--- config.mk ---
export PLATFORM = sky130hd
export DESIGN_NAME = add32_seq
export DESIGN_NICKNAME = d
export VERILOG_FILES = /design/src/rtl/add32_seq.sv
export SDC_FILE = /design/constraint.sdc
export NUM_CORES = 1
export LEC_CHECK = 0
export ABC_AREA = 1
export CAP_MARGIN = 20
export CORE_ASPECT_RATIO = 0.6
export CORE_MARGIN = 4
export CORE_UTILIZATION = 46
export DETAILED_ROUTE_END_ITERATION = 7
export GPL_TIMING_DRIVEN = 0
export PLACE_DENSITY = 0.79
export SKIP_LAST_GASP = 1
export SLEW_MARGIN = 20
export SYNTH_ARGS = -nofsm -noshare
export SYNTH_HDL_FRONTEND = slang
export SYNTH_SLANG_ARGS = --single-unit
export TNS_END_PERCENT = 100
--- constraint.sdc ---
create_clock -name clk -period 12.86 [get_ports clk]
set_input_delay 3.858 -clock clk [delete_from_list [all_inputs] [get_ports clk]]
set_output_delay 3.858 -clock clk [all_outputs]
set_load 0.02 [all_outputs]
--- src/rtl/add32_seq.sv ---
// Sequential 32-bit adder: one 8-bit ripple-carry adder reused LSB-first over four cycles.
// Define ADD32_SEQ_SUB_EN to add the sub input (a + ~b + 1).
module add32_seq (
    input  logic        clk,
    input  logic        rst_n,
    input  logic        start,
    input  logic [31:0] a,
    input  logic [31:0] b,
    input  logic        cin,
`ifdef ADD32_SEQ_SUB_EN
    input  logic        sub,
`endif
    output logic        busy,
    output logic        done,
    output logic [31:0] sum,
    output logic        cout
);

    typedef enum logic [1:0] {StIdle, StRun, StDone} state_e;

    state_e      state_q, state_d;
    logic [1:0]  idx_q, idx_d;
    logic        carry_q, carry_d;
    logic [31:0] a_q, a_d;
    logic [31:0] b_q, b_d;
    logic [23:0] acc_q, acc_d;
    logic [31:0] sum_q, sum_d;
    logic        cout_q, cout_d;
`ifdef ADD32_SEQ_SUB_EN
    logic        sub_q, sub_d;
`endif

    logic [7:0]  byte_a, byte_b, byte_s;
    logic        byte_co;
    logic        rc;

    always_comb begin
        byte_a = 8'h00;
        byte_b = 8'h00;
        case (idx_q)
            2'd0:    begin byte_a = a_q[7:0];   byte_b = b_q[7:0];   end
            2'd1:    begin byte_a = a_q[15:8];  byte_b = b_q[15:8];  end
            2'd2:    begin byte_a = a_q[23:16]; byte_b = b_q[23:16]; end
            default: begin byte_a = a_q[31:24]; byte_b = b_q[31:24]; end
        endcase
`ifdef ADD32_SEQ_SUB_EN
        if (sub_q) byte_b = ~byte_b;
`endif
    end

    // The single shared 8-bit ripple-carry adder.
    always_comb begin
        byte_s = 8'h00;
        rc     = carry_q;
        for (int i = 0; i < 8; i++) begin
            byte_s[i] = byte_a[i] ^ byte_b[i] ^ rc;
            rc        = (byte_a[i] & byte_b[i]) | (rc & (byte_a[i] ^ byte_b[i]));
        end
        byte_co = rc;
    end

    always_comb begin
        state_d = state_q;
        idx_d   = idx_q;
        carry_d = carry_q;
        a_d     = a_q;
        b_d     = b_q;
        acc_d   = acc_q;
        sum_d   = sum_q;
        cout_d  = cout_q;
`ifdef ADD32_SEQ_SUB_EN
        sub_d   = sub_q;
`endif
        case (state_q)
            StRun: begin
                carry_d = byte_co;
                case (idx_q)
                    2'd0: acc_d[7:0]   = byte_s;
                    2'd1: acc_d[15:8]  = byte_s;
                    2'd2: acc_d[23:16] = byte_s;
                    default: ;
                endcase
                if (idx_q == 2'd3) begin
                    sum_d   = {byte_s, acc_q};
                    cout_d  = byte_co;
                    idx_d   = 2'd0;
                    state_d = StDone;
                end else begin
                    idx_d = idx_q + 2'd1;
                end
            end
            StDone:  state_d = StIdle;
            default: state_d = StIdle;
        endcase
        // Accept overrides the DONE->IDLE default; never taken while running.
        if (start && state_q != StRun) begin
            state_d = StRun;
            idx_d   = 2'd0;
            a_d     = a;
            b_d     = b;
            carry_d = cin;
`ifdef ADD32_SEQ_SUB_EN
            sub_d   = sub;
            if (sub) carry_d = 1'b1;
`endif
        end
    end

    always_ff @(posedge clk) begin
        if (!rst_n) begin
            state_q <= StIdle;
            idx_q   <= 2'd0;
            carry_q <= 1'b0;
            a_q     <= 32'h0;
            b_q     <= 32'h0;
            acc_q   <= 24'h0;
            sum_q   <= 32'h0;
            cout_q  <= 1'b0;
`ifdef ADD32_SEQ_SUB_EN
            sub_q   <= 1'b0;
`endif
        end else begin
            state_q <= state_d;
            idx_q   <= idx_d;
            carry_q <= carry_d;
            a_q     <= a_d;
            b_q     <= b_d;
            acc_q   <= acc_d;
            sum_q   <= sum_d;
            cout_q  <= cout_d;
`ifdef ADD32_SEQ_SUB_EN
            sub_q   <= sub_d;
`endif
        end
    end

    assign busy = (state_q == StRun);
    assign done = (state_q == StDone);
    assign sum  = sum_q;
    assign cout = cout_q;

endmodule

==> impl_metrics.toml <==
[grt]
antenna_found_initial = 0
grt_overflow_total = 0
grt_pass1_vias = 5202
grt_max_degree = 17
grt_usage_pct = 23.7
grt_pass1_wl_um = 26200

[layout]
multi_input_area_um2 = 2750
area_delta_synth_final_pct = 32.0
nets = 969
drive_above_1_share_pct = 9.42
antennaDiodeCount = 0
seqCellArea_um2 = 2520
fill_cells = 1065

[timing]
drv_slew = 0
worst_slew_pin_slew_ns = 0.543
hold_viol = 0
rsz0062_at_grt = "no"
setup_tns_ns = 0
finalSetupViolations = 0
whs_ns = 0.464
period_needed_ns = 5.80
clock_skew_ns = 0.00858
period_share_pct = 45.1
fmax_mhz = 172
slew_headroom_pct = 63.8
setup_ws_ns = 7.06

[clocking]
post_cts_buffers = 0
ctsResizeCount = 0
cts.htree.levels = 4
cts_hold_buf = 0
clock_path_buffers = 2
numCtsBuffers = 17
cts_tree = "yes"
clk_pin_slew_ns = 0.06
cts_root_buf = "clkbuf_16"
cts_sinks = 126
clk_latency_ns = 0.41

[critical_path]
reg2reg_setup_slack_ns = 7.72
critical_path.startpoint_type = "flop"
crit_buf_inv = 4
timing.rr.start = "idx_q[0]$_SDFFE_PP0P_"
cpMaxStageDelayCell = "clkdlybuf4s50_1"
slowest_delay_ns = 0.61
crit_type = "reg2out"
critPathCaptureType = "output port"
r2r-end = "acc_q[7]$_SDFFE_PN0P_"
critPathMaxFanout = 10
reg2regPathDepth = 20
crit_family = "buffers and inverters"
cp_cell_sequence = "buf_4 > inv_2 > nor2_4 > buf_6 > clkdlybuf4s50_1"
cp.required_ns = 9.00
worstPathArrival_ns = 1.94

[floorplanning]
die_area_um2 = 14300
core_um2 = 12100
rows = 31
initial_core_util_pct = 47.1
die_y_um = 94.2
die_x_um = 152
io_pins = 103

[synth]
yosysMostFrequentCell = "nand2_1"
avgSynthCellArea_um2 = 7.41
synth_seq_area_share_pct = 44.2
synth-seq-cells = 126
synth_edf_count = 0
yosysUniqueCellTypes = 23
synthFlopType = "dfxtp_1"
ys_async_sr_fraction_pct = 0
synth_top_area_cell = "dfxtp_1"
synth_area_leaders = "dfxtp_1, nand2_1, nor2_1"
syn_nets = 849
ys_top_cells_by_count = "nand2_1, nor2_1, dfxtp_1, nand3_1, nand3b_1"
yosys.area.top_type_share_pct = 44.2
synth_cells = 769
syn_area_um2 = 5700
yosysWarnings = 0

[drt]
drtIter0Drc = 486
dr.pass1.iters = 5
vias = 5479
route.final.wire_length_um = 16600
drc = 0
viasPerCell = 5.13
post_drt_wl_per_cell_um = 15.5
drtAntennaViolNets = 0

[placed_design]
dpl_worst_slack_ns = 7.49
port_buffers = 101
place.gp.congestion = 0.958
place_hpwl_um = 12200

[run]
maxCapViolations = 0

[power]
ir_worst_vdd_uv = 75.6
power.leakage_nw = 3.05
power.density_nw_per_um2 = 141
total_power_mw = 1.06

[outcome]
status = "complete, no violations"

[min_path]
min_path_type = "reg2reg"
min_delay_worst_endpoint = "sum[16]$_SDFFE_PN0P_"
whs_path_depth = 2
min_from = "sum[16]$_SDFFE_PN0P_"
-- sequential cells by signal, summed over array words and instances (netlist names) --
register / count
b_q: 32
idx_q: 2
acc_q: 24
sum: 32
carry_q: 1
state_q: 2
cout: 1
a_q: 32
-- metrics by stage --
step | area (um^2) | std cells | util [%]
floorplan | 5700 | 769 | -
global placement | 6920 | 1035 | 57.2
detailed placement | 6920 | 1035 | 57.2
CTS | 7520 | 1067 | 62.2
global route | 7520 | 1067 | 62.2
finish | 7520 | 1067 | 62.2
-- cell type report --
type                       count  area share [%]
multi-input combinational    568            36.5
clock buffer                  18            5.84
buffer                        60            4.94
tap                          165            2.74
timing repair buffer         101            13.4
inverter                      15           0.815
sequential                   126            33.5
clock inverter                14            2.21
-- power by group --
group          internal (mW)  switching [mW]  leakage (nW)
clock network          0.309           0.181         0.288
registers              0.411          0.0121          1.03
logic                 0.0618          0.0833          1.73
total                  0.782           0.276          3.05
-- per-layer routing --
metal  track usage (%)  wire (um)  vias to the layer above
met4              5.38        206                        0
met2              33.2       6640                      249
met1              35.1       7940                     2492
met5                 0          0                        -
li1                  -          -                     2720
met3              7.62       1800                       18
-- worst reg2reg max path: cells and delay by family (launching register included) --
family,cells,cell delay [ns]
adder cells (fa/ha/maj),9,3.16
buffers and inverters,6,0.90
AO/OA/AOI/OAI,3,0.43
flip-flops,1,0.39
AND/OR/NAND/NOR,2,0.20
-- how the worst max path moves through the flow --
stage                             from   end  slack (ns)  cells after the start
5_1_grt        state_q[0]$_SDFFE_PN0P_  busy        6.99                      5
6_report       state_q[0]$_SDFFE_PN0P_  busy        7.06                      5
3_3_place_gp   state_q[0]$_SDFFE_PN0P_  busy        7.52                      5
3_5_place_dp   state_q[0]$_SDFFE_PN0P_  busy        7.49                      5
4_1_cts        state_q[0]$_SDFFE_PN0P_  busy        7.05                      5
2_1_floorplan  state_q[0]$_SDFFE_PN0P_  busy        8.17                      4
-- cells in the final DEF (no fill, tap or decap), drive strengths merged --
cell type,count
bufinv,3
clkinv,7
o21ai,6
nor2,164
nand2,182
fa,8
clkinvlp,4
nand3b,64
clkbuf,32
buf,46
a21oi,60
nand3,77
clkdlybuf4s50,101
dfxtp,126
ha,4
nand4,3
inv,15
-- cell families (layout without fill, tap and decap cells) --
group | after synthesis | count (layout) | synth area share [%]
flip-flops | 126 | 126 | 44.2
AO/OA/AOI/OAI | 66 | 66 | 5.79
buffers and inverters | 75 | 208 | 7.59
adder cells (fa/ha/maj) | 12 | 12 | 3.69
AND/OR/NAND/NOR | 490 | 490 | 38.7
(Power assumes the default switching activity.)
